<file path="src/rtl/mmio_bus_pkg.sv">
// Shared constants for the memory-mapped bus: region map, per-slave wait
// states, timeout limit, slave indices and the controller state encoding.
package mmio_bus_pkg;

    localparam int          REGION_SHIFT = 16;
    localparam int          REGION_BITS  = 64 - REGION_SHIFT;

    localparam logic [63:0] RAM_BASE = 64'h0000_0000_0000_0000;
    localparam logic [63:0] VGA_BASE = 64'h0000_0000_0001_0000;
    localparam logic [63:0] KBD_BASE = 64'h0000_0000_0002_0000;

    localparam int RAM_IDX = 0;
    localparam int VGA_IDX = 1;
    localparam int KBD_IDX = 2;

    localparam logic [3:0]  RAM_WAIT = 4'd0;
    localparam logic [3:0]  VGA_WAIT = 4'd1;
    localparam logic [3:0]  KBD_WAIT = 4'd0;
    localparam logic [3:0]  TIMEOUT  = 4'd15;

    localparam logic [63:0] ERROR_DATA = 64'hFFFF_FFFF_FFFF_FFFF;

    typedef enum logic [1:0] {
        ST_IDLE,
        ST_ACCESS,
        ST_DONE,
        ST_ERROR
    } bus_state_e;

    function automatic logic [3:0] slaveWait(input logic [2:0] onehot);
        if (onehot[VGA_IDX]) return VGA_WAIT;
        if (onehot[KBD_IDX]) return KBD_WAIT;
        return RAM_WAIT;
    endfunction

endpackage

</file>
<file path="src/rtl/mmio_decode.sv">
// Combinational region decoder: upper address bits -> one-hot slave select,
// RAM winning over VGA over KBD if regions ever overlap.
module mmio_decode
    import mmio_bus_pkg::*;
(
    input  logic [REGION_BITS-1:0] region_i,
    output logic [2:0]             sel_o,
    output logic                   unmapped_o
);

    logic ramHit;
    logic vgaHit;
    logic kbdHit;

    assign ramHit = (region_i == RAM_BASE[63:REGION_SHIFT]);
    assign vgaHit = (region_i == VGA_BASE[63:REGION_SHIFT]);
    assign kbdHit = (region_i == KBD_BASE[63:REGION_SHIFT]);

    always_comb begin
        sel_o = 3'b000;
        if (ramHit)      sel_o[RAM_IDX] = 1'b1;
        else if (vgaHit) sel_o[VGA_IDX] = 1'b1;
        else if (kbdHit) sel_o[KBD_IDX] = 1'b1;
    end

    assign unmapped_o = (sel_o == 3'b000);

endmodule

</file>
<file path="src/rtl/mmio_bus_controller.sv">
// Sequences core loads/stores onto the shared MMIO bus: decodes the slave,
// inserts wait states, stalls the core and flags unmapped or timed-out accesses.
module mmio_bus_controller
    import mmio_bus_pkg::*;
(
    input  logic         clock,
    input  logic         reset,
    input  logic [63:0]  cpu_address,
    input  logic         cpu_read,
    input  logic         cpu_write,
    input  logic [63:0]  cpu_wdata,
    output logic [63:0]  cpu_rdata,
    output logic         stall,
    output logic         bus_error,
    output logic [63:0]  bus_address,
    output logic [63:0]  bus_wdata,
    output logic         bus_read,
    output logic         bus_write,
    output logic [2:0]   sel,
    input  logic [191:0] slave_rdata,
    input  logic [2:0]   slave_ready
);

    bus_state_e  state_q;
    logic [3:0]  waitCnt_q;
    logic [3:0]  toCnt_q;
    logic [2:0]  sel_q;
    logic        busRead_q;
    logic        busWrite_q;
    logic        busError_q;
    logic [63:0] rdata_q;
    logic [63:0] addr_q;
    logic [63:0] wdata_q;

    logic [2:0]  decSel;
    logic        decUnmapped;
    logic [63:0] slaveWord;
    logic        slaveReady;
    logic        cpuReq;
    logic        reqIllegal;

    mmio_decode uDecode (
        .region_i   (cpu_address[63:REGION_SHIFT]),
        .sel_o      (decSel),
        .unmapped_o (decUnmapped)
    );

    assign cpuReq     = cpu_read | cpu_write;
    assign reqIllegal = (cpu_read & cpu_write) | (cpuReq & decUnmapped);

    // Only the latched slave's data and ready are ever looked at.
    always_comb begin
        slaveWord  = slave_rdata[63:0];
        slaveReady = slave_ready[RAM_IDX];
        if (sel_q[VGA_IDX]) begin
            slaveWord  = slave_rdata[127:64];
            slaveReady = slave_ready[VGA_IDX];
        end else if (sel_q[KBD_IDX]) begin
            slaveWord  = slave_rdata[191:128];
            slaveReady = slave_ready[KBD_IDX];
        end
    end

    always_ff @(posedge clock) begin
        if (reset) begin
            state_q    <= ST_IDLE;
            waitCnt_q  <= 4'd0;
            toCnt_q    <= 4'd0;
            sel_q      <= 3'b000;
            busRead_q  <= 1'b0;
            busWrite_q <= 1'b0;
            busError_q <= 1'b0;
            rdata_q    <= 64'd0;
            addr_q     <= 64'd0;
            wdata_q    <= 64'd0;
        end else begin
            busError_q <= 1'b0;
            case (state_q)
                ST_IDLE: begin
                    if (reqIllegal) begin
                        state_q    <= ST_ERROR;
                        busError_q <= 1'b1;
                        rdata_q    <= ERROR_DATA;
                    end else if (cpuReq) begin
                        state_q    <= ST_ACCESS;
                        addr_q     <= cpu_address;
                        wdata_q    <= cpu_wdata;
                        busRead_q  <= cpu_read;
                        busWrite_q <= cpu_write;
                        sel_q      <= decSel;
                        waitCnt_q  <= slaveWait(decSel);
                        toCnt_q    <= 4'd0;
                    end
                end
                ST_ACCESS: begin
                    toCnt_q <= toCnt_q + 4'd1;
                    if (waitCnt_q != 4'd0) begin
                        waitCnt_q <= waitCnt_q - 4'd1;
                    end
                    // Completion wins over timeout when both land on the same cycle.
                    if ((waitCnt_q == 4'd0) && slaveReady) begin
                        if (busRead_q) rdata_q <= slaveWord;
                        state_q    <= ST_DONE;
                        sel_q      <= 3'b000;
                        busRead_q  <= 1'b0;
                        busWrite_q <= 1'b0;
                    end else if (toCnt_q == (TIMEOUT - 4'd1)) begin
                        state_q    <= ST_ERROR;
                        busError_q <= 1'b1;
                        rdata_q    <= ERROR_DATA;
                        sel_q      <= 3'b000;
                        busRead_q  <= 1'b0;
                        busWrite_q <= 1'b0;
                    end
                end
                ST_DONE:  state_q <= ST_IDLE;
                ST_ERROR: state_q <= ST_IDLE;
                default:  state_q <= ST_IDLE;
            endcase
        end
    end

    assign stall       = (state_q == ST_IDLE) ? cpuReq : (state_q == ST_ACCESS);
    assign bus_error   = busError_q;
    assign cpu_rdata   = rdata_q;
    assign bus_address = addr_q;
    assign bus_wdata   = wdata_q;
    assign bus_read    = busRead_q;
    assign bus_write   = busWrite_q;
    assign sel         = sel_q;

endmodule

</file>
<file path="config.mk">
export PLATFORM = sky130hd
export DESIGN_NAME = mmio_bus_controller
export DESIGN_NICKNAME = d
export VERILOG_FILES = /design/src/rtl/mmio_bus_pkg.sv /design/src/rtl/mmio_decode.sv /design/src/rtl/mmio_bus_controller.sv
export SDC_FILE = /design/constraint.sdc
export NUM_CORES = 1
export LEC_CHECK = 0
export ABC_AREA = 1
export BUFFER_PORTS_ARGS = -buffer_cell sky130_fd_sc_hd__buf_2
export CAP_MARGIN = 5
export CORE_AREA = 2 2 202 204
export CTS_BUF_LIST = sky130_fd_sc_hd__clkbuf_2 sky130_fd_sc_hd__clkbuf_4 sky130_fd_sc_hd__clkbuf_8
export CTS_CLUSTER_SIZE = 12
export DETAILED_ROUTE_END_ITERATION = 12
export DIE_AREA = 0 0 204 206
export SETUP_SLACK_MARGIN = 0.2
export SLEW_MARGIN = 20
export SYNTH_ARGS = -nofsm -noshare
export SYNTH_HDL_FRONTEND = slang
export SYNTH_HIERARCHICAL = 1
export SYNTH_SLANG_ARGS = --single-unit
</file>
<file path="constraint.sdc">
create_clock -name clock -period 1.68 [get_ports clock]
set_input_delay 0.168 -clock clock [delete_from_list [all_inputs] [get_ports clock]]
set_output_delay 0.168 -clock clock [all_outputs]
set_load 0.1 [all_outputs]
</file>
==> out/results.txt <==
status - finished with violations
failing checks - negative setup slack
vias in the first global route - 12600
CP required - 2130 ps
Peak VDD IR - 0.000973 V
CP arrival - 2170 ps
Setup CP Type - reg -> reg
first-pass GRT wire length - 65700 um
leak pwr - 0.00837 uW
DRT Pass-1 Iters - 5
number of buffers added on ports - 525
Max-slew headroom - 0.658
Max-Cap Viols - 0
Yosys cell types - 28
Slowest-stage cell, CP - dfxtp_4
Seq/Total Area, Yosys - 0.424
Initial Util - 0.244
Worst Clk Skew - 25.8 ps
Yosys warnings - 6
Layout area overhead - 90.3%
PwrDens - 1590 nW/um^2
startpoint type of the worst setup path - flop
total CTS buffers - 38
# DRC - 0
post-route setup slack - -45.0 ps
DRT antenna net count - 0
site row count - 74
Slew @ Worst Pin - 517 ps
synthesized instance count - 1477
Final Max Tran Viols - 0
CTS tree - built
RSZ-0062 raised after global routing - true
Die Y - 206 um
worst stage delay on the critical path - 370 ps
FF+latch count, synth - 208
initial antenna violation count - 4
Cell Area, Synth - 9820 sq um
Util after Layout - 0.465
CTS Sinks - 208
Worst Path Buf+Inv - 5
Worst-Skew Late Latency - 580 ps
filler instances - 3716
hpwl dp - 28300 um
Crit Path Max Fanout - 8
Die X - 204 um
clock slew at reported path FFs - 70 ps
Core ar. - 40200 sq um
I/O pin total - 526
CTS Buffer Depth - 3
r2r setup slk - -50 ps
post-layout minimum cycle time - 1730 ps
initial DRC count - 742
H-tree depth - 2
Die Footprint - 42000 sq um
Syn Nets - 1807
total grt overflow - 0
Power, Total - 29600 uW
maximum number of pins on one net before global-route repair - 67
GP Congestion - 0.813
WL/cell - 17.5 um
CP most frequent cell - buf_6
CP cell instances - inv_6, nor2_4, buf_6, nor2_4, buf_6, nand3_4, buf_6, clkbuf_16, nor2_1, nand3_1, nand2_1, nor2_1
clk root buf - clkbuf_8
DRT Wirelength - 48800 um
FMAX - 0.580 GHz
Hold Crit Class - in -> reg
Tot GR Track Use - 0.197
layout cells sized above 1 - 0.447
final setup violation count - 41
Vias - 13300
Final Hold Fails - 0
final worst path period share - 1.03
Total Nets Final - 2563
largest delay contributor family on the critical path - buffers and inverters
post-DR vias/cell - 4.75
Mapped Avg Cell Area - 6.65 sq um
crit path capture type - flop
[cell families (layout without fill, tap and decap cells)]
| kind of cell | count (synthesis) | after routing | synth area share |
|---|---|---|---|
| AND/OR/NAND/NOR | 514 | 514 | 0.212 |
| other | 0 | 4 | 0 |
| AO/OA/AOI/OAI | 467 | 467 | 0.238 |
| buffers and inverters | 283 | 1065 | 0.120 |
| adder cells (fa/ha/maj) | 3 | 3 | 0.00382 |
| flip-flops | 208 | 208 | 0.424 |
| XOR/XNOR | 2 | 2 | 0.00178 |
[cells in the final DEF, fill, tap and decap left out, types with 62 or more instances in the layout]
master / n
nand2_1: 176
nor2_1: 182
inv_1: 160
o21ai_2: 62
buf_2: 422
o21ai_0: 79
dlygate4sd3_1: 142
dfxtp_1: 200
a21oi_1: 146
buf_4: 152
o21ai_1: 98
[per-stage QoR]
step | cell area (sq um) | TNS (ps) | setup slack [ps] | std cells | hold WS [ps]
floorplan | 10200 | 0 | 20.7 | 1477 | 309
global placement | 13600 | -72930 | -474 | 2519 | 427
detailed placement | 13600 | -75180 | -485 | 2519 | 435
CTS | 16800 | -1870 | -63.3 | 2763 | 0.146
global route | 18700 | -8340 | -143 | 2794 | 52.4
finish | 18700 | -676 | -45.0 | 2795 | 50.3
[timing repair]
action,CTS,global route
setup endpoints to repair,396,402
hold buffers,142,0
pin swaps,14,20
cloned,9,20
buffers inserted,27,8
gates resized for setup,155,460
hold endpoints to repair,149,0
[report_power, final]
group	leakage [uW]	switching [uW]	internal [uW]	total (uW)
clock	0.000427	2320	2890	5210
combinational	0.00624	12600	5350	17900
sequential	0.00170	619	5890	6510
total	0.00837	15500	14100	29600
[area by class of cell]
type	instances	area, sq um	share of cell area
repair buffers	830	6720	0.359
multi-input cells	986	5660	0.303
flip-flops and latches	208	4180	0.224
clock buffers	56	714	0.0382
well taps	532	666	0.0356
inverters	169	657	0.0352
clock inverters	10	83.8	0.00449
diodes	4	10.0	0.000536
[Yosys cell counts]
cell type  count  area [sq um]
xor2_1         1          8.76
inv_2          3          11.3
xnor2_1        1          8.76
nand3b_1       1          7.51
inv_1        165           619
a31o_2         1          8.76
o21ai_1       51           255
buf_6          3          33.8
nor2_2         3          18.8
dfxtp_1      208          4160
nor3_2         2          20.0
nand4_1        2          12.5
ha_1           3          37.5
nand2_2        2          12.5
nand3_1       73           365
a21oi_1      206          1030
clkbuf_1      66           248
buf_4         15           113
nor2_1       236           886
nand3_4        1          17.5
nor3_1         2          10.0
clkinv_1       1          3.75
nand3_2        2          20.0
o21ai_0      209          1050
or2_2          1          6.26
nand2_1      189           709
buf_2         26           130
buf_1          4          15.0
[sequential cells by signal (all words and copies together), names as in the netlist]
register     cells
bus_address     64
bus_error        1
toCnt_q          4
state_q          2
cpu_rdata       64
sel              3
bus_write        1
bus_read         1
waitCnt_q        4
bus_wdata       64
[layer usage]
| layer | GRT usage | up-vias | share of wire |
|---|---|---|---|
| met5 | 0 | - | 0.00033 |
| met3 | 0.0549 | 119 | 0.080 |
| met1 | 0.215 | 6202 | 0.38 |
| li1 | - | 6299 | - |
| met4 | 0.0717 | 2 | 0.036 |
| met2 | 0.363 | 651 | 0.51 |
[final timing paths]
| check | start | to | cells after the start |
|---|---|---|---|
| max | sel[1]$_SDFFE_PP0P_ | cpu_rdata[57]$_SDFFE_PP0P_ | 12 |
| min | slave_rdata[78] | cpu_rdata[14]$_SDFFE_PP0P_ | 7 |
| max reg2reg | sel[1]$_SDFFE_PP0P_ | cpu_rdata[57]$_SDFFE_PP0P_ | 12 |
| min reg2reg | bus_wdata[44]$_SDFFE_PP0P_ | bus_wdata[44]$_SDFFE_PP0P_ | 2 |
[worst register-to-register path: stages, from the launching register on]
cell and delay [ps]:
dfxtp_4 370, inv_6 80, nor2_4 30, buf_6 110, nor2_4 140, buf_6 120
nand3_4 120, buf_6 170, clkbuf_16 170, nor2_1 100, nand3_1 80, nand2_1 60
nor2_1 40
Power figures use the tool's default switching activity.
